File: src/rtl/i2c_master_ctrl.sv
// Single-master I2C controller: turns a level-sensitive start/stop/rw command into
// START, address+R/W, data and STOP sequences on split open-drain SCL/SDA lines.
module i2c_master_ctrl #(
    parameter int CLK_DIV = 1
) (
    input  logic       clk,
    input  logic       reset,
    input  logic       start,
    input  logic       stop,
    input  logic       rw,
    input  logic [6:0] addr,
    input  logic [7:0] w_data,
    input  logic       i2c_sda_i,
    output logic       i2c_scl,
    output logic       i2c_sda_o,
    output logic [7:0] r_data,
    output logic       data_valid,
    output logic       ack_err,
    output logic       busy
);
    localparam int QW = (CLK_DIV > 1) ? $clog2(CLK_DIV) : 1;
    localparam logic [QW-1:0] Q_LAST = QW'(CLK_DIV - 1);

    typedef enum logic [3:0] {
        S_IDLE, S_START, S_ADDR, S_ADDR_ACK, S_WRITE,
        S_WRITE_ACK, S_READ, S_READ_ACK, S_STOP
    } state_t;

    state_t        state_reg, state_next;
    logic [QW-1:0] qcnt_reg;
    logic [1:0]    quarter_reg;
    logic [2:0]    bit_reg;
    logic [7:0]    shift_reg;
    logic [7:0]    r_data_reg;
    logic          rw_reg;
    logic          sample_reg;
    logic          stop_reg;
    logic          data_valid_reg;
    logic          ack_err_reg;
    logic          q_wrap;
    logic          sample_now;
    logic          cell_end;
    logic          in_data;

    assign q_wrap     = (qcnt_reg == Q_LAST);
    assign sample_now = q_wrap && (quarter_reg == 2'd2);
    assign cell_end   = q_wrap && (quarter_reg == 2'd3);
    assign in_data    = (state_reg == S_ADDR) || (state_reg == S_WRITE) || (state_reg == S_READ);

    assign r_data     = r_data_reg;
    assign data_valid = data_valid_reg;
    assign ack_err    = ack_err_reg;

    always_ff @(posedge clk) begin
        if (reset) begin
            state_reg <= S_IDLE;
        end else begin
            state_reg <= state_next;
        end
    end

    always_comb begin
        state_next = state_reg;
        case (state_reg)
            S_IDLE:      if (start) state_next = S_START;
            S_START:     if (cell_end) state_next = S_ADDR;
            S_ADDR:      if (cell_end && bit_reg == 3'd0) state_next = S_ADDR_ACK;
            S_ADDR_ACK:  if (cell_end) state_next = sample_reg ? S_STOP : (rw_reg ? S_READ : S_WRITE);
            S_WRITE:     if (cell_end && bit_reg == 3'd0) state_next = S_WRITE_ACK;
            S_WRITE_ACK: if (cell_end) state_next = (sample_reg || stop) ? S_STOP : S_WRITE;
            S_READ:      if (cell_end && bit_reg == 3'd0) state_next = S_READ_ACK;
            S_READ_ACK:  if (cell_end) state_next = stop_reg ? S_STOP : S_READ;
            S_STOP:      if (cell_end) state_next = S_IDLE;
            default:     state_next = S_IDLE;
        endcase
    end

    always_ff @(posedge clk) begin
        if (reset) begin
            qcnt_reg       <= '0;
            quarter_reg    <= 2'd0;
            bit_reg        <= 3'd7;
            shift_reg      <= 8'h00;
            r_data_reg     <= 8'h00;
            rw_reg         <= 1'b0;
            sample_reg     <= 1'b1;
            stop_reg       <= 1'b0;
            data_valid_reg <= 1'b0;
            ack_err_reg    <= 1'b0;
        end else begin
            data_valid_reg <= 1'b0;
            if (state_reg == S_IDLE) begin
                qcnt_reg    <= '0;
                quarter_reg <= 2'd0;
                bit_reg     <= 3'd7;
                if (start) begin
                    shift_reg   <= {addr, rw};
                    rw_reg      <= rw;
                    ack_err_reg <= 1'b0;
                end
            end else begin
                qcnt_reg <= q_wrap ? '0 : qcnt_reg + 1'b1;
                if (q_wrap) quarter_reg <= quarter_reg + 2'd1;
                if (sample_now) begin
                    sample_reg <= i2c_sda_i;
                    if (state_reg == S_READ) shift_reg <= {shift_reg[6:0], i2c_sda_i};
                end
                if (cell_end) begin
                    // Non-data states last exactly one bit cell, so re-arming here starts every byte at bit 7
                    bit_reg <= in_data ? bit_reg - 3'd1 : 3'd7;
                    if (state_reg == S_ADDR || state_reg == S_WRITE)
                        shift_reg <= {shift_reg[6:0], 1'b0};
                    if (state_next == S_WRITE && state_reg != S_WRITE)
                        shift_reg <= w_data;
                    if (state_next == S_READ_ACK) begin
                        r_data_reg     <= shift_reg;
                        data_valid_reg <= 1'b1;
                        stop_reg       <= stop;
                    end
                    if ((state_reg == S_ADDR_ACK || state_reg == S_WRITE_ACK) && sample_reg)
                        ack_err_reg <= 1'b1;
                end
            end
        end
    end

    always_comb begin
        i2c_scl   = 1'b1;
        i2c_sda_o = 1'b1;
        busy      = (state_reg != S_IDLE);
        case (state_reg)
            S_START: begin
                i2c_sda_o = 1'b0;
                i2c_scl   = ~quarter_reg[1];
            end
            S_ADDR, S_WRITE: begin
                i2c_scl   = quarter_reg[1];
                i2c_sda_o = shift_reg[7];
            end
            S_ADDR_ACK, S_WRITE_ACK, S_READ: begin
                i2c_scl = quarter_reg[1];
            end
            S_READ_ACK: begin
                i2c_scl   = quarter_reg[1];
                i2c_sda_o = stop_reg;
            end
            S_STOP: begin
                // SDA rises while SCL is high to form the STOP condition
                i2c_scl   = (quarter_reg != 2'd0);
                i2c_sda_o = quarter_reg[1];
            end
            default: begin
                i2c_scl   = 1'b1;
                i2c_sda_o = 1'b1;
            end
        endcase
    end
endmodule

File: config.mk
export PLATFORM = sky130hd
export DESIGN_NAME = i2c_master_ctrl
export DESIGN_NICKNAME = d
export VERILOG_FILES = /design/src/rtl/i2c_master_ctrl.sv
export SDC_FILE = /design/constraint.sdc
export NUM_CORES = 1
export LEC_CHECK = 0
export CAP_MARGIN = 10
export CORE_MARGIN = 5
export CORE_UTILIZATION = 29
export CTS_CLUSTER_SIZE = 14
export DETAILED_ROUTE_END_ITERATION = 8
export GPL_TIMING_DRIVEN = 0
export PLACE_DENSITY = 0.48
export SYNTH_ARGS = -nofsm -noshare
export SYNTH_HDL_FRONTEND = slang
export SYNTH_SLANG_ARGS = --single-unit
File: constraint.sdc
create_clock -name clk -period 2.9 [get_ports clk]
set_input_delay 0.29 -clock clk [delete_from_list [all_inputs] [get_ports clk]]
set_output_delay 0.29 -clock clk [all_outputs]
set_load 0.03 [all_outputs]
Word level (Yosys, flattened, before mapping)
Index checks and enable logic that the tools add are counted.
{"block": "classes", "addsub": 3, "n_eq_ne": 14, "muxes": 29, "bitwise_logic": 4, "n_reduce_logical": 24}
{"op": "two-way mux 8 bit", "count": 7}
{"op": "two-way mux 4 bit", "count": 12}
{"op": "case mux 4 bit (9 select lines)", "count": 1}
{"op": "equality test 4 x 3 -> 1 bit, second input constant", "count": 6}
{"op": "equality test 4 x 2 -> 1 bit, second input constant", "count": 2}
{"op": "AND reduction 3 bit", "count": 2}
{"op": "nonzero test 2 bit", "count": 3}
{"op": "OR reduction 3 bit", "count": 2}
{"op": "OR reduction 6 bit", "count": 1}
{"op": "logical AND 1 bit", "count": 5}
{"op": "two-way mux 1 bit", "count": 5}
{"op": "equality test 2 bit, second input constant", "count": 2}
{"op": "equality test 4 x 1 -> 1 bit, second input constant", "count": 1}
{"op": "equality test 4 bit, second input constant", "count": 1}
{"op": "logical NOT 4 bit", "count": 1}
{"op": "logical OR 1 bit", "count": 4}
{"op": "!= test 4 x 3 -> 1 bit, second input constant", "count": 1}
{"op": "NOT 1 bit", "count": 4}
{"op": "case mux 1 bit (4 select lines)", "count": 1}
{"op": "AND reduction 2 bit", "count": 2}
{"op": "nonzero test 4 bit", "count": 1}
{"op": "OR reduction 2 bit", "count": 2}
{"op": "logical NOT 3 bit", "count": 1}
{"op": "two-way mux 3 bit", "count": 1}
{"op": "6 further kinds", "count": 6}
{"block": "word_totals", "register_bits": 31, "output_inout_bits": 13}

Logic depth before layout (Yosys ltp)
Gate-level depths: netlist of the first run.
{"block": "logic_depth", "word_depth": 10, "ltp_mapped": 9}

Worst setup path after synthesis of the first run
Ideal clock, no wire load.
{"block": "synth_path", "path_type": "flip-flop to flip-flop", "startpoint": "register quarter_reg[1]", "endpoint": "register shift_reg[0]", "setup_ns": 0.130, "t_arrival_ns": 1.719, "setup_slack_ns": 1.051, "path_stages_with_launch": 10, "path_buffers": 3, "cell_sequence": "dfxtp_1 ha_1 nor2b_1 buf_2 a311oi_2 or2_1 buf_6 buf_6 nor3_1 a211oi_2"}
{"block": "synth_between", "elab_chain_len": 10, "elab_cells_between_ends": 21, "cone_classes": "eq/ne (3); mux (14); reduce/logical (4)"}
{"element": "start, declared", "line_no": "31", "source": "logic [1:0] quarter_reg;"}
{"element": "start signal, assigned", "line_no": "103", "source": "if (q_wrap) quarter_reg <= quarter_reg + 2'd1;"}
{"element": "equality test 2 bit", "line_no": "47", "source": "assign cell_end = q_wrap && (quarter_reg == 2'd3);"}
{"element": "logical AND 1 bit", "line_no": "47"}
{"element": "logical AND 1 bit", "line_no": "67, 69, 71"}
{"element": "two-way mux 4 bit (on tied branches)", "line_no": "71, 67, 69"}
{"element": "case mux 4 bit (9 select lines)", "line_no": "64", "source": "case (state_reg)"}
{"element": "equality test 4 x 3 -> 1 bit", "line_no": "113", "source": "if (state_next == S_WRITE && state_reg != S_WRITE)"}
{"element": "logical AND 1 bit", "line_no": "113"}
{"element": "two-way mux 8 bit", "line_no": "113"}
{"element": "two-way mux 8 bit *", "line_no": "108", "source": "if (cell_end) begin"}
{"element": "two-way mux 8 bit *", "line_no": "92", "source": "if (state_reg == S_IDLE) begin"}
{"element": "end signal, assigned", "line_no": "97", "source": "shift_reg <= {addr, rw};"}
{"element": "end signal, assigned", "line_no": "112", "source": "shift_reg <= {shift_reg[6:0], 1'b0};"}
{"element": "end signal, assigned", "line_no": "114", "source": "shift_reg <= w_data;"}
{"element": "end, declared", "line_no": "33", "source": "logic [7:0] shift_reg;"}
Mark *: on every way between the ends. The rest lies on a longest branch, timed or not.
A chain may end at the register's enable or synchronous reset.

Worst setup path after layout of the first run
{"block": "layout_path", "startpoint": "register state_reg[1]", "endpoint": "output i2c_scl"}
{"block": "layout_between", "elab_chain_len": 3, "elab_cells_between_ends": 10, "cone_classes": "eq/ne (8); mux (1); reduce/logical (1)"}
{"element": "start, declared", "line_no": "29", "source": "state_t state_reg, state_next;"}
{"element": "start signal, assigned", "line_no": "58", "source": "state_reg <= state_next;"}
{"element": "equality test 4 x 3 -> 1 bit or equality test 4 x 2 -> 1 bit (tied branches)", "line_no": "131", "source": "case (state_reg)"}
{"element": "OR reduction 6 bit (no source line)"}
{"element": "case mux 1 bit (3 select lines) *", "line_no": "131"}
{"element": "end, declared", "line_no": "14", "source": "output logic i2c_scl,"}
Marks and branches as above.

==> flow_summary.ini, run 1 <==
[status]
status = complete, no violations

[pwr]
power_density_nw_per_um2 = 393.5
leakage_uw = 0.0009502
peakVddDrop_mv = 0.1927

[grt]
overflow = 0
antenna_found_initial = 0
grt_pass1_vias = 2187
grt_pass1_wl_um = 11710
grtUsageTotal = 0.1543
grt_max_degree = 12

[synthesis]
synthArstFlopShare = 0
synth_compound_area_frac = 0.3109
yosys.area_share.simple = 0.1953
synth_fa_ha_area_frac = 0.02847
yosysTopAreaCell = dfxtp_1
yosysWarningCount = 0
seq_area_frac_synth = 0.2825
synth_area_um2 = 2197
synth-xor-area-share = 0.01196
ys.flop_type = dfxtp_1
ys_ff_latch = 31
synth-edff-count = 0
synth_top_family_by_area = compound AO/OA/AOI/OAI gates
synth.area.top_cells = dfxtp_1 28%, a21oi_1 4.8%, mux2i_1 4.1%
synth_top_area_frac = 0.2825
synth_cells = 257
muxShareOfSynthArea = 0.07688
ys_types = 54
avgSynthCellArea_um2 = 8.549
synth_nets = 283

[drt]
route.met3.wl_um = 570
remaining_drc_errors = 0
wire_per_inst_um = 18.20
met1_length_um = 3582
routed.top_layer = met4
drtPass1Iterations = 4
drtAntennaViolNets = 0
num_vias = 2131
routed_wl_um = 7227
drt_first_iter_violations = 129
via_per_inst = 5.368
dr_wl_met2_um = 2974

[floorplanning]
num_rows = 31
ios = 34
core_area_um2 = 7331
die_area_um2 = 9417
die_h_um = 97.04
die_w_um = 97.04
start_util = 0.2997

[flow_run]
max_cap_violations = 0

[worst_setup_path]
cp.buffers_inverters = 2
critical_path.top_delay_family = buffers and inverters
critical_path_required_ns = 2.61
worstPathArrival_ns = 2.28
cp_max_fo = 10
critPathSlowestCell = clkdlybuf4s50_1
end_kind = output port
crit_chain = buf_6 > nor2_1 > o21ai_0 > a22oi_1 > clkdlybuf4s50_1
setup.worst_path.start_class = flip-flop
critical_path_class = reg -> out
critical_path.max_stage_delay_ns = 0.70

[finish]
area_delta_synth_final_pct = 25.80
antenna-diode-count = 0
layout_common_cells = 33 x clkdlybuf4s50_1, 31 x dfxtp_1, 21 x a21oi_1
drive_gt1_frac = 0.1309
instances_no_fill = 397
utilization = 0.3770
fillers = 776
nets = 323
final_common_cell = clkdlybuf4s50_1

[clock_network]
cts-root-buf = clkbuf_8
postCtsResizedCells = 0
htree_num_levels = 2
cts.clk_slew.worst_paths_ns = 0.08
cts_max_path_buffers = 2
cts.sinks = 31
cts_tree = built
post-cts-setup-buffer-count = 0
ctsHoldBuffers = 0
insertion_delay_ns = 0.29
cts_inserted_buffers = 5

[timing]
rsz0062_at_grt = no
hold_violations = 0
finalMaxSlewViolations = 0
fin_crit_sh = 0.8870
max_freq_mhz = 388.8
min_period_ns = 2.572
setup_ws_ns = 0.3277
hold_ws_ns = 0.4654
worst_slew_margin_rel = 0.3934
tightestPinTransition_ns = 0.9066
setup_viol_count_final = 0
fin_skew_ns = 0.01081
setup_tns_ns = 0

[placed_design]
place_inst = 389
gp_congestion = 0.8242
dp_hpwl_um = 5071
pre_cts_slack_ns = 0.4863
port_buffers = 33

[min_path]
hp-class = reg -> reg
## cell usage after synthesis, types with 2 or more instances
| library cell | count |
|---|---|
| a211oi_1 | 2 |
| a21o_1 | 3 |
| a21oi_1 | 21 |
| a21oi_2 | 7 |
| a221o_1 | 8 |
| a22oi_1 | 2 |
| and3_1 | 2 |
| buf_2 | 6 |
| buf_6 | 8 |
| clkbuf_1 | 4 |
| dfxtp_1 | 31 |
| ha_1 | 5 |
| inv_1 | 16 |
| mux2_1 | 7 |
| mux2i_1 | 9 |
| nand2_1 | 6 |
| nand2b_1 | 12 |
| nand3_1 | 15 |
| nand3b_1 | 2 |
| nand4bb_1 | 2 |
| nor2_1 | 10 |
| nor2b_1 | 3 |
| nor3_1 | 9 |
| o2111ai_1 | 8 |
| o21ai_0 | 10 |
| o21ai_1 | 11 |
| o32ai_1 | 7 |
| or2_1 | 4 |
| xor2_1 | 2 |
## stage by stage
stage | power (uW) | instance area (um2)
after floorplan | 567.8 | 2197
after global placement | 645.6 | 2651
after detailed placement | 644.4 | 2651
after CTS | 1092 | 2764
after global routing | 1131 | 2764
final | 1088 | 2764
## logic make-up after synthesis
| group | after synthesis |
|---|---|
| AO/OA/AOI/OAI | 93 |
| buffers and inverters | 35 |
| AND/OR/NAND/NOR | 73 |
| XOR/XNOR | 3 |
| other | 1 |
| multiplexers | 16 |
| adder cells (fa/ha/maj) | 5 |
| flip-flops | 31 |
## layout make-up
class	count	area, um2	area share
Sequential cell	31	620.6	0.2245
Multi-Input combinational cell	191	1374	0.4971
Timing Repair Buffer	33	330.3	0.1195
Buffer	19	142.6	0.05161
Inverter	16	60.06	0.02173
Tap cell	99	123.9	0.04482
Clock inverter	3	43.79	0.01584
Clock buffer	5	68.82	0.02490
## layer usage
layer / global-route usage / vias up
met1: 0.2257 / 994
met2: 0.2150 / 76
met3: 0.03885 / 9
met4: 0.05616 / 0
met5: 0 / -
li1: - / 1052
## where the power goes
part | total, uW | leakage (uW) | switching, uW | internal, uW
logic | 172 | 0.000639 | 92.5 | 79.1
registers | 466 | 0.000253 | 25.2 | 441
clock network | 450 | 0.0000581 | 194 | 256
total | 1090 | 0.000950 | 312 | 776
## worst paths after layout
kind	cells after the start	endpoint	slack [ns]	from
worst min-delay path	2	rw_reg	0.47	rw_reg
worst max-delay path	5	i2c_scl	0.33	state_reg[1]
worst max register to register	7	shift_reg[0]	0.52	quarter_reg[1]
worst min register to register	2	rw_reg	0.47	rw_reg
## worst min-delay path: cells and delay by family (launching register included)
kind / cells / cell delay [ns]
flip-flops: 1 / 0.31
AO/OA/AOI/OAI: 1 / 0.06
AND/OR/NAND/NOR: 1 / 0.05
Note: power is estimated with default switching activity, not from simulation.
==> inputs of run 2 (changes only) <==
- CORE_ASPECT_RATIO: not set -> 0.6
- TNS_END_PERCENT: not set -> 50
==> run 2 against run 1 <==
  * Core utilization increased by 1.1 points
  * Clock power increased by 52%
  * Clock skew decreased by 0.0057 ns
  * Critical path depth unchanged
  * Register-to-register slack improved by 0.06 ns
  * Via count increased by 1.1%
  * Worst setup slack improved by 0.036 ns
  * Clock-buffer cell count increased by 1
  * Final cell count increased by 1.3%
  * Routed wire length increased by 2.1%
  * Non-clock buffer count unchanged
==> flow_summary.ini, run 2 (synthesis gave the netlist of run 1 again) <==
[status]
status = complete, no violations

[timing]
worst_slew_margin_rel = 0.3572
min_period_ns = 2.536
hold_violations = 0
max_freq_mhz = 394.3
rsz0062_at_grt = no
setup_tns_ns = 0
setup_viol_count_final = 0
fin_skew_ns = 0.005118
finalMaxSlewViolations = 0
tightestPinTransition_ns = 0.9607
fin_crit_sh = 0.8746

[clock_network]
cts_max_path_buffers = 2
ctsHoldBuffers = 0
postCtsResizedCells = 0
cts.clk_slew.worst_paths_ns = 0.06
cts_inserted_buffers = 5
cts.sinks = 31
htree_num_levels = 2
cts-root-buf = clkbuf_16
insertion_delay_ns = 0.27
cts_tree = built
post-cts-setup-buffer-count = 0

[worst_setup_path]
end_kind = output port
crit_chain = buf_4 > nor2_1 > o21ai_0 > a22oi_1 > clkdlybuf4s50_1
rr_endpoint = shift_reg[3]
critical_path_class = reg -> out
r2r_cells = 7
critical_path.max_stage_delay_ns = 0.70
r2r_slack_ns = 0.58
cp_max_fo = 10
critical_path_required_ns = 2.61
setup.worst_path.start_class = flip-flop
critPathSlowestCell = clkdlybuf4s50_1
worstPathArrival_ns = 2.25
r2r-start = quarter_reg[1]

[finish]
multiInputGateArea_um2 = 1374
final_common_cell = clkdlybuf4s50_1
antenna-diode-count = 0
seq_area_um2 = 620.6
nets = 323
area_delta_synth_final_pct = 29.56
utilization = 0.3885
fillers = 758
drive_gt1_frac = 0.1275
layout_common_cells = 33 x clkdlybuf4s50_1, 31 x dfxtp_1, 21 x a21oi_1

[grt]
grt_use_met3 = 0.04506
grt_most_used_layer = met1
use_met1 = 0.2596
grt_max_degree = 11
antenna_found_initial = 0
grt_use_met2 = 0.1847
overflow = 0
grt_pass1_vias = 1955
grtUsageTotal = 0.1548
grt_pass1_wl_um = 11380

[drt]
num_vias = 2155
drtPass1Iterations = 4
routed_wl_um = 7376
remaining_drc_errors = 0
wire_per_inst_um = 18.35
drtAntennaViolNets = 0
via_per_inst = 5.361
drt_first_iter_violations = 177

[floorplanning]
die_w_um = 122.4
core_area_um2 = 7327
num_rows = 24
ios = 34
start_util = 0.2999
die_area_um2 = 9474
die_h_um = 77.42

[placed_design]
port_buffers = 33
gp_congestion = 0.8689
dp_hpwl_um = 5353

[flow_run]
max_cap_violations = 0

[pwr]
peakVddDrop_mv = 0.1945
leakage_uw = 0.0009832
power_density_nw_per_um2 = 464.8

[min_path]
hp-class = reg -> reg
min_to = rw_reg
hold_depth = 2
worstHoldStart = rw_reg
## run 2: worst max-delay path by stage
stage	startpoint	to	slack (ns)	cells past startpoint
3_5_place_dp	start	shift_reg[0]	0.63	5
3_3_place_gp	start	shift_reg[0]	0.61	5
5_1_grt	state_reg[1]	i2c_scl	0.27	5
2_1_floorplan	quarter_reg[1]	shift_reg[0]	1.05	9
6_report	state_reg[2]	i2c_scl	0.36	5
4_1_cts	state_reg[2]	i2c_scl	0.35	5
## run 2: worst max-delay path, delay by kind of cell, from the launching register on
family	cells	cell delay [ns]
buffers and inverters	2	0.90
and+or+nand+nor	1	0.40
DFF	1	0.35
AOI/OAI and AO/OA	2	0.32
## run 2: metrics by stage
step	area, um2	hold WS (ns)	instances	total power (uW)	setup slack, ns
6_report	2846	0.4714	402	1323	0.3637
5_1_grt	2846	0.4995	402	1368	0.2657
4_1_cts	2846	0.4758	402	1329	0.3529
3_5_place_dp	2658	0.4668	394	643.8	0.6304
3_3_place_gp	2658	0.4564	394	645.5	0.6050
2_1_floorplan	2197	0.4365	257	567.8	1.051
## run 2: area by class of cell
class	instances	share of cell area
Inverter	16	0.02110
Multi-Input combinational cell	191	0.4826
Sequential cell	31	0.2180
Tap cell	104	0.04571
Clock buffer	6	0.04527
Timing Repair Buffer	33	0.1160
Buffer	19	0.05011
Clock inverter	2	0.02110
## run 2: report_power, final
group	total, uW	internal [uW]	switching, uW
clock	685	493	192
combinational	172	79.3	93.1
sequential	466	442	24.7
## run 2: layer usage
layer / routed length (um) / vias up
met5: 0 / -
li1: - / 1055
met3: 619 / 5
met2: 2750 / 81
met1: 3967 / 1014
met4: 39 / 0
